**src/rtl/pipe_bus_arbiter.sv**
```systemverilog
// Shared memory bus arbiter ahead of pipeline stage 0: fetch by default, with cycles stolen for data and DMA.
// Optional stolen-cycle statistics counter built only when PIPE_ARB_STATS_EN is defined.
module pipe_bus_arbiter #(
   parameter int unsigned MAX_MEM_STREAK = 4,
   parameter int unsigned MAX_DMA_CYCLES = 64,
   parameter int unsigned CNT_W          = 16
) (
   input  logic             clk,
   input  logic             rst_n,
   input  logic             mem_req,
   output logic             mem_ack,
   input  logic             dma_req,
   output logic             dma_gnt,
   output logic             dma_timeout,
   output logic             BusRequest,
   output logic             FetchSuppress,
   output logic [2:0]       arb_state,
   output logic [CNT_W-1:0] stolen_cycles
);

   localparam int unsigned STREAK_W = $clog2(MAX_MEM_STREAK + 1);
   localparam int unsigned DMA_W    = $clog2(MAX_DMA_CYCLES + 1);

   localparam logic [STREAK_W-1:0] STREAK_MAX = STREAK_W'(MAX_MEM_STREAK);
   localparam logic [DMA_W-1:0]    DMA_LAST   = DMA_W'(MAX_DMA_CYCLES - 1);

   typedef enum logic [2:0] {
      FETCH      = 3'd0,
      MEM        = 3'd1,
      DMA_GRANT  = 3'd2,
      DMA_ACTIVE = 3'd3,
      RESUME     = 3'd4
   } arbState_t;

   arbState_t            state;
   arbState_t            nextState;
   logic [STREAK_W-1:0]  memStreak;
   logic [STREAK_W-1:0]  memStreakNext;
   logic [DMA_W-1:0]     dmaCnt;
   logic [DMA_W-1:0]     dmaCntNext;
   logic                 timeoutFlag;
   logic                 timeoutFlagNext;
   logic                 memAckNext;
   logic                 dmaGntNext;
   logic                 dmaTimeoutNext;
   logic                 busRequestNext;
   logic                 fetchSuppressNext;

   // State register, bookkeeping counters and output flops.
   always_ff @(posedge clk) begin
      if (!rst_n) begin
         state         <= FETCH;
         memStreak     <= '0;
         dmaCnt        <= '0;
         timeoutFlag   <= 1'b0;
         mem_ack       <= 1'b0;
         dma_gnt       <= 1'b0;
         dma_timeout   <= 1'b0;
         BusRequest    <= 1'b0;
         FetchSuppress <= 1'b0;
      end else begin
         state         <= nextState;
         memStreak     <= memStreakNext;
         dmaCnt        <= dmaCntNext;
         timeoutFlag   <= timeoutFlagNext;
         mem_ack       <= memAckNext;
         dma_gnt       <= dmaGntNext;
         dma_timeout   <= dmaTimeoutNext;
         BusRequest    <= busRequestNext;
         FetchSuppress <= fetchSuppressNext;
      end
   end

   assign arb_state = state;

   // Next-state logic; outputs are decoded from the next state so the flops line up with the state register.
   always_comb begin
      nextState       = state;
      memStreakNext   = memStreak;
      dmaCntNext      = dmaCnt;
      timeoutFlagNext = timeoutFlag;

      unique case (state)
         FETCH: begin
            if (!dma_req) begin
               memStreakNext = '0;
            end
            if (dma_req && ((memStreak == STREAK_MAX) || !mem_req)) begin
               nextState     = DMA_GRANT;
               memStreakNext = '0;
            end else if (mem_req) begin
               nextState = MEM;
               if (dma_req && (memStreak != STREAK_MAX)) begin
                  memStreakNext = memStreak + STREAK_W'(1);
               end
            end
         end
         MEM: begin
            nextState = FETCH;
         end
         DMA_GRANT: begin
            nextState  = DMA_ACTIVE;
            dmaCntNext = '0;
         end
         DMA_ACTIVE: begin
            dmaCntNext = dmaCnt + DMA_W'(1);
            // A request dropping on the limit cycle is a normal release, so check it first.
            if (!dma_req) begin
               nextState = RESUME;
            end else if (dmaCnt == DMA_LAST) begin
               nextState       = RESUME;
               timeoutFlagNext = 1'b1;
            end
         end
         RESUME: begin
            nextState       = FETCH;
            timeoutFlagNext = 1'b0;
         end
         default: begin
            nextState       = FETCH;
            timeoutFlagNext = 1'b0;
         end
      endcase

      memAckNext        = (nextState == MEM);
      dmaGntNext        = (nextState == DMA_ACTIVE);
      busRequestNext    = (nextState == MEM) || (nextState == DMA_GRANT) || (nextState == DMA_ACTIVE);
      fetchSuppressNext = (nextState == RESUME);
      dmaTimeoutNext    = (nextState == RESUME) && timeoutFlagNext;
   end

`ifdef PIPE_ARB_STATS_EN
   // Saturating count of cycles in which the bus was not fetching.
   always_ff @(posedge clk) begin
      if (!rst_n) begin
         stolen_cycles <= '0;
      end else if ((state != FETCH) && (stolen_cycles != '1)) begin
         stolen_cycles <= stolen_cycles + CNT_W'(1);
      end
   end
`else
   assign stolen_cycles = '0;
`endif

endmodule
```
**config.mk**
```make
export PLATFORM = sky130hd
export DESIGN_NAME = pipe_bus_arbiter
export DESIGN_NICKNAME = d
export VERILOG_FILES = /design/src/rtl/pipe_bus_arbiter.sv
export SDC_FILE = /design/constraint.sdc
export NUM_CORES = 1
export LEC_CHECK = 0
export ABC_CLOCK_PERIOD_IN_PS = 1500
export BUFFER_PORTS_ARGS = -buffer_cell sky130_fd_sc_hd__buf_2
export CAP_MARGIN = 20
export CORE_ASPECT_RATIO = 1.2
export CORE_UTILIZATION = 46
export CTS_CLUSTER_SIZE = 16
export DETAILED_ROUTE_END_ITERATION = 10
export GPL_TIMING_DRIVEN = 1
export PLACE_DENSITY_LB_ADDON = 0.25
export SLEW_MARGIN = 10
export SYNTH_ARGS = -nofsm -noshare
export SYNTH_HDL_FRONTEND = slang
export SYNTH_SLANG_ARGS = --single-unit
export TNS_END_PERCENT = 30
```
**constraint.sdc**
```tcl
create_clock -name clk -period 1.5 [get_ports clk]
set_input_delay 0.3 -clock clk [delete_from_list [all_inputs] [get_ports clk]]
set_output_delay 0.3 -clock clk [all_outputs]
set_load 0.02 [all_outputs]
```
Word level (Yosys, flattened, before mapping) --
Cells that the tools add are included.
Word-level totals: output and inout port bits 24, logic and storage cells 44, input bits 4, register bits after elaboration 19
Cells by class: reductions and logical operators 10, equal/unequal tests 10, $add $sub $neg 2, multiplexer cells 13
Operators with widths (count):
- two-way mux 3 bit | 8
- case mux 7 bit (2 select lines) | 1
- equality test 3 x 2 -> 1 bit, second input constant | 4
- case mux 3 bit (3 select lines) | 1
- adder 7 x 1 -> 7 bit, second input constant | 1
- equality test 7 x 6 -> 1 bit, second input constant | 1
- equality test 3 x 1 -> 1 bit, second input constant | 2
- equality test 3 bit, second input constant | 2
- adder 3 x 1 -> 3 bit, second input constant | 1
- logical AND 1 bit | 3
- logical NOT 3 bit | 1
- logical OR 1 bit | 3
- != test 3 bit, second input constant | 1
- OR reduction 3 bit | 1
- two-way mux 1 bit | 2
- case mux 1 bit (2 select lines) | 1
- nonzero test 2 bit | 1
- logical NOT 1 bit | 1

Longest topological paths before layout --
Gate-level depths: netlist of run 1.
word-level depth 8, mapped depth 6, mapped depth without buffers 6

Worst setup path before layout of run 1 --
Ideal clock, no wire load.
path kind reg2reg, start reg dmaCnt[0], end reg state[1] (netlist: arb_state[1]), setup time 115 ps, cell stages (with the launch flop) 6, arrival time 1366 ps, path slack 19 ps, cell sequence dfxtp_1 -> ha_1 -> and4_1 -> nand3b_2 -> a311o_1 -> and2_1
On the way: cells in the longest elaborated chain, start to end 4
RTL lines:
- start: declaration | line 39 | logic [DMA_W-1:0] dmaCnt;
- start signal: assignment | line 64 | dmaCnt <= dmaCntNext;
- equality test 7 x 6 -> 1 bit | line 110 | end else if (dmaCnt == DMA_LAST) begin
- two-way mux 3 bit | line 110
- two-way mux 3 bit | line 108 | if (!dma_req) begin
- case mux 3 bit (3 select lines) | line 83 | unique case (state)
- end signal: assignment | line 62 | state <= nextState;
- end: declaration | line 35 | arbState_t state;
No other way between the ends. A chain may end at the register's enable or synchronous reset.

Worst setup path in the final report of run 1 --
start reg dmaCnt[1], end reg dma_gnt
On the way: cells in the longest elaborated chain, start to end 5
RTL lines:
- equality test 7 x 6 -> 1 bit | line 110
- two-way mux 3 bit | line 110
- two-way mux 3 bit | line 108
- case mux 3 bit (3 select lines) | line 83
- equality test 3 x 2 -> 1 bit | line 126 | dmaGntNext = (nextState == DMA_ACTIVE);
- end signal: assignment | line 67 | dma_gnt <= dmaGntNext;
- end: declaration | line 13 | output logic dma_gnt,
No other way between the ends.

==> run summary, run 1 <==
crit share post-route -> 0.9411
Reg2Reg Launch Point -> dmaCnt[1]$_SDFFE_PN0P_
Diodes inserted -> 0
hold path depth -> 3
sw power -> 0.2879 mW
post-DR vias/cell -> 5.006
Synth cell types -> 37
First DRT Iteration DRCs -> 10
row cnt -> 18
clk buf depth -> 2
commonest non-fill, non-tap cell in the layout -> conb_1
maxcap violations -> 0
placed instance area -> 1116 µm²
share of total power in sequential cells -> 0.545
antenna violations before repair -> 0
first-pass GRT wire length -> 3042 µm
CTS tree -> built
WP data arrival -> 1590 ps
Hold Path Origin -> dma_req
Die Height -> 54.11 µm
Placer Congestion -> 0.7601
sequential area share after synthesis -> 0.3654
worst IR drop on VDD -> 480.0 µV
crit path time final -> 1412 ps
clock latency on the worst-skew pair -> 280 ps
Setup TNS -> 0 ps
Root Buffer -> clkbuf_4
HP Class -> input pin to flop
Initial Utilization -> 0.4970
Antenna Nets Post-Route -> 0
crit end category -> flop
TritonCTS Buffers -> 3
DRC -> 0
vias in the first global route -> 732
hold slack -> 368.4 ps
fillers -> 221
Min-Delay Endpoint -> arb_state[2]$_SDFF_PN0_
H-tree depth -> 1
WL/cell -> 11.12 µm
asr flop ratio synth -> 0
Die Area -> 2458 µm²
cts hold-fix bufs -> 0
Logic pwr share -> 0.214
routed wire length -> 1912 µm
Pins Over Slew Limit -> 0
final hold viol count -> 0
Leak -> 0.4917 nW
Worst setup SP type -> flop
total grt overflow -> 0
Crit Path Max Fanout -> 3
RSZ-0062 raised after global routing -> false
register bit total from synthesis -> 19
Clk pwr share -> 0.242
largest net degree at the start of global routing -> 19
switching part of the total -> 0.2903
number of enable flip-flop cells after synthesis -> 0
CTS Sinks -> 19
vias -> 861
Worst Skew -> 3.464 ps
reg-to-reg slack, setup -> 90 ps
total power draw -> 0.9919 mW
Ys Warns -> 0
Syn Area/Cell -> 8.533 µm²
fin nets -> 150
Final setup viols -> 0
Reg2Reg Depth -> 5
HPWL after DPL -> 1467 µm
crit path kind -> flop to flop
Die W -> 45.43 µm
Critical Path RT -> 1680 ps
number of buffers added on ports -> 11
Worst setup startpoint -> dmaCnt[1]$_SDFFE_PN0P_
Cell Pwr Density -> 853.4 nW/µm²
I/O pins -> 28
RR Endpoint -> dma_gnt$_SDFF_PN0_
Area Overhead vs Synth -> 11.66%
share of post-route cells with drive strength above 1 -> 0.2324
Synth Cell Area -> 1041 µm²
first drt pass iteration count -> 4
most frequent cells in the layout -> 16 x conb_1, 14 x dfxtp_1, 11 x buf_2
CTS clock-pin slew for the worst setup and hold paths -> 100 ps
core area -> 2095 µm²
fmax -> 708.4 MHz
post-route cell area -> 1162 µm²
P_int -> 0.7040 mW
most frequently used flop master after synthesis -> dfxtp_1
Total GRT Usage -> 0.1757
outcome -> complete, no violations
synthesized netlist cell count -> 122
==> stage by stage <==
step / setup slack (ps) / std cells / utilization
after floorplan: 19.11 / 137 / -
after global placement: 77.86 / 167 / 0.5329
after detailed placement: 10.97 / 167 / 0.5329
after CTS: 12.74 / 171 / 0.5460
after global routing: 1.345 / 172 / 0.5550
final: 88.35 / 172 / 0.5550
==> kinds of logic (layout without fill, tap and decap cells) <==
kind of cell             count (synthesis)  count (layout)  synth area share
buffers and inverters                   21              26            0.1358
multiplexers                             1               1           0.01082
flip-flops                              19              19            0.3654
AO/OA/AOI/OAI                           28              28            0.1791
other                                    1              16          0.003602
AND/OR/NAND/NOR                         49              49            0.2692
adder cells (fa/ha/maj)                  3               3           0.03606
==> synthesized netlist by cell type (2+ instances only) <==
cell type  instances  area, µm²
a21boi_0           4      30.03
o21ai_0            6      30.03
nor2_1             5      18.77
nand2b_1           2      12.51
nor3_1             4      20.02
nand2_1           10      37.54
buf_4             16      120.1
and2b_1            2      15.01
nand3b_1           2      15.01
buf_2              2      10.01
inv_1              2      7.510
a21oi_1            8      40.04
dfxtp_1           19      380.4
nor2b_1            5      31.28
o21a_1             2      15.01
and2_1             5      31.28
ha_1               3      37.54
nand3_1            6      30.03
==> what timing repair did <==
item,CTS,global route
setup buffers,0,1
endpoints found under the setup margin,1,8
gates resized for setup,1,6
pin swaps,0,3
==> worst max path at each step <==
stage                              endpoint  depth (start not counted)
finish                   dma_gnt$_SDFF_PN0_                          5
global route        arb_state[1]$_SDFF_PN0_                          6
CTS                 arb_state[1]$_SDFF_PN0_                          5
detailed placement  arb_state[1]$_SDFF_PN0_                          5
global placement    arb_state[1]$_SDFF_PN0_                          6
floorplan           arb_state[1]$_SDFF_PN0_                          5
==> sequential cells by signal, indices dropped and copies added (netlist names) <==
signal         count
memStreak          3
dmaCnt             7
arb_state          3
BusRequest         1
FetchSuppress      1
dma_gnt            1
timeoutFlag        1
dma_timeout        1
mem_ack            1
==> power by group through the flow <==
stage                     sequential (mW)  clock [mW]  combinational [mW]
after global routing                0.544       0.282               0.236
after global placement              0.550           0               0.204
final                               0.540       0.240               0.212
after floorplan                     0.567           0               0.160
after CTS                           0.539       0.258               0.208
after detailed placement            0.551           0               0.207
==> cell type report <==
class	instances	area [µm²]	share of cell area
sequential	19	386.6	0.3326
inverter	2	7.507	0.006459
multi-input combinational	97	581.8	0.5005
clock buffer	4	26.28	0.02261
tap	30	37.54	0.03229
timing repair buffer	20	122.6	0.1055
==> routing by layer <==
metal	global-route usage	part of all wire	vias to the layer above	routed length (µm)
met5	0	0	-	0
met4	0.09091	0.0073	0	14
met3	0.02013	0.028	2	53
met2	0.3310	0.53	14	1013
met1	0.1859	0.43	410	830
li1	-	-	435	-
==> worst max-delay path, stage by stage (launching register included) <==
cell,delay (ps)
dfxtp_2,350
ha_1,160
and4_1,210
nand3b_2,110
nor2b_1,160
o311a_1,320
(Power assumes the default switching activity.)
==> run 2, diff against run 1 <==
Settings changed: CORE_ASPECT_RATIO 1.2 to 0.9.
==> run 2 against run 1 <==
Maximum frequency decreased by 1.7%. Via count decreased by 1.4%. Register-to-register slack got worse by 20 ps. First-iteration DRC count up 70%. Core utilization is 2.4 points higher. Clock power rose by 14%. Flip-flop and latch count did not move. Worst hold slack lost 26 ps. Largest cell class unchanged. Highest routed layer is now met3.
==> run summary, run 2 (synthesis gave the netlist of run 1 again) <==
WP data arrival -> 1650 ps
Worst Skew -> 5.853 ps
vias -> 849
post-DR vias/cell -> 5.084
outcome -> complete, no violations
CTS tree -> built
row cnt -> 15
DP Cell Count -> 163
final hold viol count -> 0
Worst setup SP type -> flop
antenna violations before repair -> 0
Critical Path RT -> 1710 ps
Antenna Nets Post-Route -> 0
Total GRT Usage -> 0.1784
WL/cell -> 11.60 µm
total grt overflow -> 0
I/O pins -> 28
crit share post-route -> 0.9575
vias in the first global route -> 706
Placer Congestion -> 0.8427
crit path kind -> flop to flop
worst IR drop on VDD -> 564.3 µV
worst-path cell chain -> ha_4, and4_4, nand3b_4, nor2b_1, o311a_1
Cell Pwr Density -> 870.9 nW/µm²
routed wire length -> 1938 µm
H-tree depth -> 1
CTS clock-pin slew for the worst setup and hold paths -> 120 ps
crit end category -> flop
clock latency on the worst-skew pair -> 310 ps
Die Height -> 47.13 µm
TritonCTS Buffers -> 3
post-route cell area -> 1174 µm²
hold slack -> 342.0 ps
maxcap violations -> 0
first drt pass iteration count -> 4
Diodes inserted -> 0
Die Area -> 2458 µm²
Reg2Reg Depth -> 5
HP Class -> input pin to flop
largest net degree at the start of global routing -> 19
CP max stage cell -> dfxtp_2
clk buf depth -> 2
first-pass GRT wire length -> 3118 µm
fmax -> 696.3 MHz
CTS Sinks -> 19
crit path time final -> 1436 ps
First DRT Iteration DRCs -> 17
number of buffers added on ports -> 11
core area -> 2027 µm²
Leak -> 0.5246 nW
hold path depth -> 3
Critical Path Stages -> 5
Crit Path Max Fanout -> 4
Initial Utilization -> 0.5136
fin nets -> 150
Largest Register -> dmaCnt
placed instance area -> 1117 µm²
Root Buffer -> clkbuf_4
CP max stage delay -> 390 ps
number of flip-flops in the largest register -> 7
CP delay by family, top -> simple AND/OR/NAND/NOR gates
most frequent cells in the layout -> 17 x dfxtp_1, 16 x conb_1, 11 x buf_2
Final setup viols -> 0
HPWL after DPL -> 1400 µm
Non-Filler Instances -> 167
Pins Over Slew Limit -> 0
Die W -> 52.15 µm
Area Overhead vs Synth -> 12.74%
share of post-route cells with drive strength above 1 -> 0.2254
CP Buf/Inv Count -> 0
DRC -> 0
commonest non-fill, non-tap cell in the layout -> dfxtp_1
[run 2: cell types whose count changed in the layout (fill, tap and decap cells not counted), sizes merged]
cell,delta
clkbuf,-1
clkinvlp,+1
[run 2: what timing repair did]
action | 4_1_cts | 5_1_grt
cloned | 0 | 0
hold buffers | 0 | 0
endpoints found under the setup margin | 2 | 5
resized for setup | 2 | 5
buffers inserted | 0 | 0
pin swaps | 0 | 1
[run 2: where the power goes]
part           internal [mW]  leakage [nW]  switching [mW]
logic                 0.0762         0.355           0.140
registers              0.523         0.155         0.00924
clock network          0.102        0.0139           0.173
total                  0.701         0.525           0.322
[run 2: worst register-to-register path: stages, from the launching register on]
cell	delay [ps]
dfxtp_2	390
ha_4	140
and4_4	240
nand3b_4	100
nor2b_1	150
o311a_1	320
[run 2: layout make-up]
| class | count | area [µm²] |
|---|---|---|
| Timing Repair Buffer | 20 | 122.6 |
| Tap cell | 25 | 31.28 |
| Clock inverter | 1 | 7.507 |
| Fill cell | 206 | 853.3 |
| Clock buffer | 3 | 22.52 |
| Sequential cell | 19 | 382.9 |
| Multi-Input combinational cell | 97 | 599.3 |
| Inverter | 2 | 7.507 |
[run 2: worst paths after layout]
check / endpoint / from / slack (ps)
hold / removal: arb_state[2]$_SDFF_PN0_ / dma_req / 340
hold reg to reg: memStreak[1]$_SDFFE_PN0P_ / memStreak[1]$_SDFFE_PN0P_ / 490
setup / recovery: dma_gnt$_SDFF_PN0_ / dmaCnt[0]$_SDFFE_PN0P_ / 60
setup reg to reg: dma_gnt$_SDFF_PN0_ / dmaCnt[0]$_SDFFE_PN0P_ / 60
[run 2: through the flow]
step | total power [mW] | setup TNS (ps) | setup slack (ps) | utilization
finish | 1.022 | 0 | 63.74 | 0.5790
global route | 1.076 | -1.966 | -1.966 | 0.5790
CTS | 1.034 | 0 | 20.42 | 0.5673
detailed placement | 0.7562 | 0 | 5.774 | 0.5512
global placement | 0.7532 | 0 | 49.21 | 0.5512
floorplan | 0.7269 | 0 | 19.11 | -
[run 2: per-layer routing]
| metal | GRT usage | vias to the layer above | routed length, µm |
|---|---|---|---|
| met2 | 0.2872 | 33 | 852 |
| li1 | - | 436 | - |
| met4 | 0.04211 | 0 | 0 |
| met3 | 0.06796 | 0 | 123 |
| met5 | 0 | - | 0 |
| met1 | 0.2299 | 380 | 962 |
